### src/rtl/detector_secuencia_pkg.sv
// Shared constants, state names and the elaboration-time next-state
// generator for the serial pattern detector.
package detector_pkg;

    localparam int PAT_LEN = 4;
    localparam int ST_W    = 3;

    localparam logic [PAT_LEN-1:0] PATRON_DEF = 4'b1101;

    // Sk: the longest prefix of the pattern that ends the accepted stream has length k.
    typedef enum logic [ST_W-1:0] {
        S0 = 3'd0,
        S1 = 3'd1,
        S2 = 3'd2,
        S3 = 3'd3,
        S4 = 3'd4
    } estado_t;

    // Next state for state k and input bit b: the longest prefix of pat that is
    // a suffix of (prefix(k) followed by b). Pattern MSB is the first bit received.
    function automatic logic [ST_W-1:0] kmp_next(input logic [PAT_LEN-1:0] pat,
                                                 input int                 k,
                                                 input logic               b);
        logic [ST_W-1:0] best;
        logic            ok;
        logic            sbit;
        int              p;
        best = '0;
        for (int j = 1; j <= PAT_LEN; j++) begin
            if (j <= k + 1) begin
                ok = 1'b1;
                for (int i = 0; i < j; i++) begin
                    p = k + 1 - j + i;
                    if (p == k) begin
                        sbit = b;
                    end else begin
                        sbit = pat[PAT_LEN-1-p];
                    end
                    if (pat[PAT_LEN-1-i] != sbit) begin
                        ok = 1'b0;
                    end
                end
                if (ok) begin
                    best = ST_W'(j);
                end
            end
        end
        return best;
    endfunction

endpackage

### src/rtl/detector_secuencia_if.sv
// Serial stream input and result outputs of the pattern detector.
interface detector_secuencia_if #(
    parameter int CNT_W = 8
);
    import detector_pkg::*;

    logic             din;
    logic             din_valid;
    logic             clear_cnt;
    logic             match;
    logic [CNT_W-1:0] cnt;
    logic             rise;
    logic             fall;
    logic [ST_W-1:0]  estado;

    modport master (
        output din, din_valid, clear_cnt,
        input  match, cnt, rise, fall, estado
    );

    modport slave (
        input  din, din_valid, clear_cnt,
        output match, cnt, rise, fall, estado
    );

endinterface

### src/rtl/detector_secuencia_flancos.sv
// Edge detector on the accepted bit stream: remembers the last accepted bit
// and pulses rise/fall for one cycle when an accepted bit differs from it.
module detector_flancos (
    input  logic clk,
    input  logic reset,
    input  logic din_i,
    input  logic din_valid_i,
    output logic rise_o,
    output logic fall_o
);

    logic prev_q, prev_d;
    logic rise_q, rise_d;
    logic fall_q, fall_d;

    // Compare the incoming bit with the previous accepted one; idle cycles hold prev.
    always_comb begin
        prev_d = prev_q;
        rise_d = 1'b0;
        fall_d = 1'b0;
        if (din_valid_i) begin
            prev_d = din_i;
            rise_d = din_i & ~prev_q;
            fall_d = ~din_i & prev_q;
        end
    end

    // Register prev and the one-cycle pulses.
    always_ff @(posedge clk) begin
        if (reset) begin
            prev_q <= 1'b0;
            rise_q <= 1'b0;
            fall_q <= 1'b0;
        end else begin
            prev_q <= prev_d;
            rise_q <= rise_d;
            fall_q <= fall_d;
        end
    end

    assign rise_o = rise_q;
    assign fall_o = fall_q;

endmodule

### src/rtl/detector_secuencia.sv
// Overlapping 4-bit serial pattern detector with registered match pulse,
// saturating match counter and edge flags on the accepted stream.
module detector_secuencia
    import detector_pkg::*;
#(
    parameter logic [PAT_LEN-1:0] PATRON = PATRON_DEF,
    parameter int                 CNT_W  = 8
) (
    input  logic                  clk,
    input  logic                  reset,
    detector_secuencia_if.slave   bus
);

    estado_t          state_q, state_d;
    logic             match_q, match_d;
    logic [CNT_W-1:0] cnt_q, cnt_d;

    // Transition table derived from the pattern at elaboration time.
    logic [ST_W-1:0] ns_tab [0:PAT_LEN][0:1];

    genvar gi, gb;
    generate
        for (gi = 0; gi <= PAT_LEN; gi++) begin : g_state
            for (gb = 0; gb < 2; gb++) begin : g_bit
                assign ns_tab[gi][gb] = kmp_next(PATRON, gi, 1'(gb));
            end
        end
    endgenerate

    // Next state, match pulse and counter update; clear beats a same-cycle increment.
    always_comb begin
        state_d = state_q;
        match_d = 1'b0;
        cnt_d   = cnt_q;
        if (bus.din_valid) begin
            state_d = estado_t'(ns_tab[int'(state_q)][bus.din]);
            match_d = (state_d == S4);
        end
        if (bus.clear_cnt) begin
            cnt_d = '0;
        end else if (match_d && (cnt_q != {CNT_W{1'b1}})) begin
            cnt_d = cnt_q + 1'b1;
        end
    end

    // State, match and counter registers; reset discards any partial prefix.
    always_ff @(posedge clk) begin
        if (reset) begin
            state_q <= S0;
            match_q <= 1'b0;
            cnt_q   <= '0;
        end else begin
            state_q <= state_d;
            match_q <= match_d;
            cnt_q   <= cnt_d;
        end
    end

    detector_flancos u_flancos (
        .clk         (clk),
        .reset       (reset),
        .din_i       (bus.din),
        .din_valid_i (bus.din_valid),
        .rise_o      (bus.rise),
        .fall_o      (bus.fall)
    );

    assign bus.match  = match_q;
    assign bus.cnt    = cnt_q;
    assign bus.estado = state_q;

endmodule
### src/flat_wrapper.sv
// flat-port wrapper written by rule: the top's interface ports become plain ports
module detector_secuencia_flat import detector_pkg::*;
#(
    parameter logic [PAT_LEN-1:0] PATRON = PATRON_DEF,
    parameter int                 CNT_W  = 8
)
  (clk, reset, bus_din, bus_din_valid, bus_clear_cnt, bus_match, bus_cnt, bus_rise, bus_fall, bus_estado);
  detector_secuencia_if #(.CNT_W(CNT_W)) bus_i ();
  input  logic clk;
  input  logic reset;
  input wire logic [$bits(bus_i.din)-1:0] bus_din;
  input wire logic [$bits(bus_i.din_valid)-1:0] bus_din_valid;
  input wire logic [$bits(bus_i.clear_cnt)-1:0] bus_clear_cnt;
  output wire logic [$bits(bus_i.match)-1:0] bus_match;
  output wire logic [$bits(bus_i.cnt)-1:0] bus_cnt;
  output wire logic [$bits(bus_i.rise)-1:0] bus_rise;
  output wire logic [$bits(bus_i.fall)-1:0] bus_fall;
  output wire logic [$bits(bus_i.estado)-1:0] bus_estado;
  assign bus_i.din = bus_din;
  assign bus_i.din_valid = bus_din_valid;
  assign bus_i.clear_cnt = bus_clear_cnt;
  assign bus_match = bus_i.match;
  assign bus_cnt = bus_i.cnt;
  assign bus_rise = bus_i.rise;
  assign bus_fall = bus_i.fall;
  assign bus_estado = bus_i.estado;
  detector_secuencia #(.PATRON(PATRON), .CNT_W(CNT_W)) u_core (.clk(clk), .reset(reset), .bus(bus_i));
endmodule
### config.mk
export PLATFORM = sky130hd
export DESIGN_NAME = detector_secuencia_flat
export DESIGN_NICKNAME = d
export VERILOG_FILES = /design/src/rtl/detector_secuencia_pkg.sv /design/src/rtl/detector_secuencia_if.sv /design/src/rtl/detector_secuencia_flancos.sv /design/src/rtl/detector_secuencia.sv /design/src/flat_wrapper.sv
export SDC_FILE = /design/constraint.sdc
export NUM_CORES = 1
export LEC_CHECK = 0
export ABC_AREA = 0
export CORE_MARGIN = 10
export CORE_UTILIZATION = 47
export DETAILED_ROUTE_END_ITERATION = 10
export GPL_TIMING_DRIVEN = 0
export HOLD_SLACK_MARGIN = 0.15
export PLACE_DENSITY = 0.81
export SLEW_MARGIN = 10
export SYNTH_ARGS = -nofsm -noshare
export SYNTH_HDL_FRONTEND = slang
export SYNTH_SLANG_ARGS = --single-unit
export TNS_END_PERCENT = 100
### constraint.sdc
create_clock -name clk -period 1.9 [get_ports clk]
set_input_delay 0.19 -clock clk [delete_from_list [all_inputs] [get_ports clk]]
set_output_delay 0.19 -clock clk [all_outputs]
set_load 0.05 [all_outputs]
==> key figures <==
Routing
  – Post-route antenna net violation count: 0
  – Drt wl/cell: 14.59 um
  – TritonRoute pass-1 iters: 4
  – Per-cell via count in the routed design: 5.678
  – Routed vias: 653
  – Final routed DRC violation total: 0
  – Detailed Route Iter0 Violations: 13
  – Post-detailed-routing wire length: 1678 um

Cells and area
  – Count of antenna diodes in the layout: 0
  – Number of nets in the layout: 109
  – Layout area overhead: 31.31%
  – Leading cell type in the layout, fill and taps excluded: sky130_fd_sc_hd__clkdlybuf4s50_1
  – Leading cell types in the layout, fill and taps excluded: sky130_fd_sc_hd__clkdlybuf4s50_1, sky130_fd_sc_hd__dfxtp_1, sky130_fd_sc_hd__nor2_1
  – Fillers: 139
  – Share of layout cells above drive strength 1: 17.17%

Floorplanning
  – Floorplan row count: 14
  – Placeable core area: 1541 sq um
  – Die Wd: 60.82 um
  – Full die area: 3699 sq um
  – Number of top-level design ports: 19
  – Starting utilization of the core area: 50.81%
  – Die Span Y: 60.82 um

Yosys
  – Area of the mapped netlist: 783.3 sq um
  – Sequential area share after synthesis: 38.34%
  – Async set-reset flop share out of synthesis: 0%
  – Number of flops mapped to enable cells by yosys: 0
  – Post-Synthesis Mean Instance Area: 10.04 sq um
  – Post-Syn Instances: 78
  – Predominant post-synthesis flop cell: sky130_fd_sc_hd__dfxtp_1
  – Cell type with the highest aggregate area in the netlist: sky130_fd_sc_hd__dfxtp_1
  – Top post-synthesis cells by area: sky130_fd_sc_hd__dfxtp_1, sky130_fd_sc_hd__mux2i_1, sky130_fd_sc_hd__ha_1
  – Share of the synthesized area in the top cell type: 38.34%
  – Synth cell types: 32
  – Register bit total from synthesis: 15
  – Synth Warn #: 0
  – Post-synthesis net count: 87

Setup path
  – Count of buffer and inverter cells on the critical path: 1
  – CP Max Fanout: 7
  – Worst Setup Path Type: flop to primary output
  – Internal reg-to-reg setup slack: 0.14 ns
  – Startpoint types: flop
  – Cell type group with the largest total delay on the critical path: buffers and inverters
  – Largest stage delay on the critical path: 0.87 ns
  – Critical Path RT: 1.71 ns
  – Cell-by-cell trace of the critical path: clkdlybuf4s50_1
  – Critical path capture point type: primary output
  – Critical-path cell with the highest stage delay: sky130_fd_sc_hd__clkdlybuf4s50_1
  – Arr. time, crit path: 1.67 ns

STA
  – Hold Violations, Final: 0
  – Max transition margin: 65.42%
  – RSZ-0062 raised after global routing: false
  – Final worst-path cycle share: 97.73%
  – Final count of pins violating max slew: 0
  – Fin Setup TNS: 0 ns
  – Final setup skew: 0.001076 ns
  – Setup-violating endpoint count in the final report: 0
  – F_max: 538.6 MHz
  – Slew @ Worst Pin: 0.5178 ns
  – Crit path time final: 1.857 ns

Global route
  – Total routing usage reported by global routing: 9.401%
  – First-pass GRT wire length: 2684 um
  – Residual overflow from global routing: 0
  – Number of global-route vias before repair: 627
  – Antenna violations before repair: 0
  – Maximum number of pins on one net before global-route repair: 9

Clocking
  – Clock-pin slew reported for the worst setup and hold paths after clock tree synthesis: 0.09 ns
  – Clock tree from TritonCTS: yes
  – Clock root buffer master: sky130_fd_sc_hd__clkbuf_4
  – CTS Sinks: 15
  – CTS H-Tree Depth: 1
  – Clock latency on the worst-skew pair: 0.29 ns
  – Buffers from clock root to sink, at most: 2
  – TritonCTS Buffers: 3

Power
  – Power Dens Cells: 574.4 nW/um^2
  – Largest voltage drop on the vdd net: 0.4299 mV
  – Leakage power: 0.4268 nW
  – Power consumption: 0.5907 mW

Placed design
  – Placer Congestion: 0.8445
  – Final HPWL DP: 1259 um
  – Port buffer count: 16

Outcome
  – Outcome: completed

Worst hold path
  – Min-Delay Path Class: primary input to flop

Job
  – Maximum capacitance violations: 0
Yosys cell counts (all sizes together), types with 2 or more instances:
library cell and instances:
a21oi 3, and3 2, buf 2, dfxtp 15, ha 4, inv 3, mux2i 6, nand2 2
nand3 4, nand4 2, nor2 10, nor3 3, nor4bb 2, o21ai 3, or3 3, xor2 2
sequential cells by signal (all words and copies together), names as in the netlist:
| name | count |
|---|---|
| u_core.u_flancos.prev_q | 1 |
| u_core.bus.cnt | 8 |
| u_core.bus.estado | 3 |
| u_core.bus.match | 1 |
| u_core.u_flancos.rise_o | 1 |
| u_core.u_flancos.fall_o | 1 |
what timing repair did:
action,CTS,global route
resized for setup,0,3
endpoints found under the setup margin,0,2
hold buffers,1,0
hold endpoints to repair,1,0
buffers inserted,0,0
where the power goes:
part | leakage [nW] | total (mW) | switching [mW] | internal (mW)
logic | 0.289 | 0.0806 | 0.0435 | 0.0371
clock network | 0.0150 | 0.189 | 0.107 | 0.0817
registers | 0.123 | 0.321 | 0.00359 | 0.318
metrics by stage:
step	cell area [sq um]	std cells	setup slack [ns]	utilization (%)	hold WS, ns
global route	1028	115	0.001790	66.72	0.1574
CTS	1007	115	0.03490	65.34	0.1603
finish	1028	115	0.04320	66.72	0.1685
detailed placement	970.9	110	0.07691	62.99	0.3944
global placement	970.9	110	0.1229	62.99	0.3942
floorplan	790.8	78	0.04038	-	0.2527
cell families after synthesis:
family / count (synthesis) / synth area share (%)
compound gates: 12 / 10.70
xor+xnor: 2 / 2.237
fa+ha+maj: 4 / 6.390
buf+inv: 6 / 4.951
flops: 15 / 38.34
mux: 7 / 9.106
simple gates: 32 / 28.28
cell type report:
class	instances	area, sq um	area share [%]
buffer	3	27.53	2.676
clock buffer	4	26.28	2.555
inverter	3	11.26	1.095
multi-input combinational	57	462.9	45.01
sequential	15	307.8	29.93
tap	16	20.02	1.946
timing repair buffer	17	172.7	16.79
layer usage:
metal	global-route usage (%)	share of wire (%)
met5	0	0
met4	5.956	2.2
met3	5.010	9.0
met2	14.85	47
met1	9.541	42
path summary, 6_finish.rpt:
path	from	end	cells past startpoint
max reg2reg	u_core.bus.estado[0]	u_core.bus.cnt[7]	6
max	u_core.bus.cnt[2]	bus_cnt[2]	1
min reg2reg	u_core.u_flancos.prev_q	u_core.u_flancos.rise_o	1
min	bus_din_valid	u_core.u_flancos.rise_o	2
Note: power is estimated with default switching activity, not from simulation.
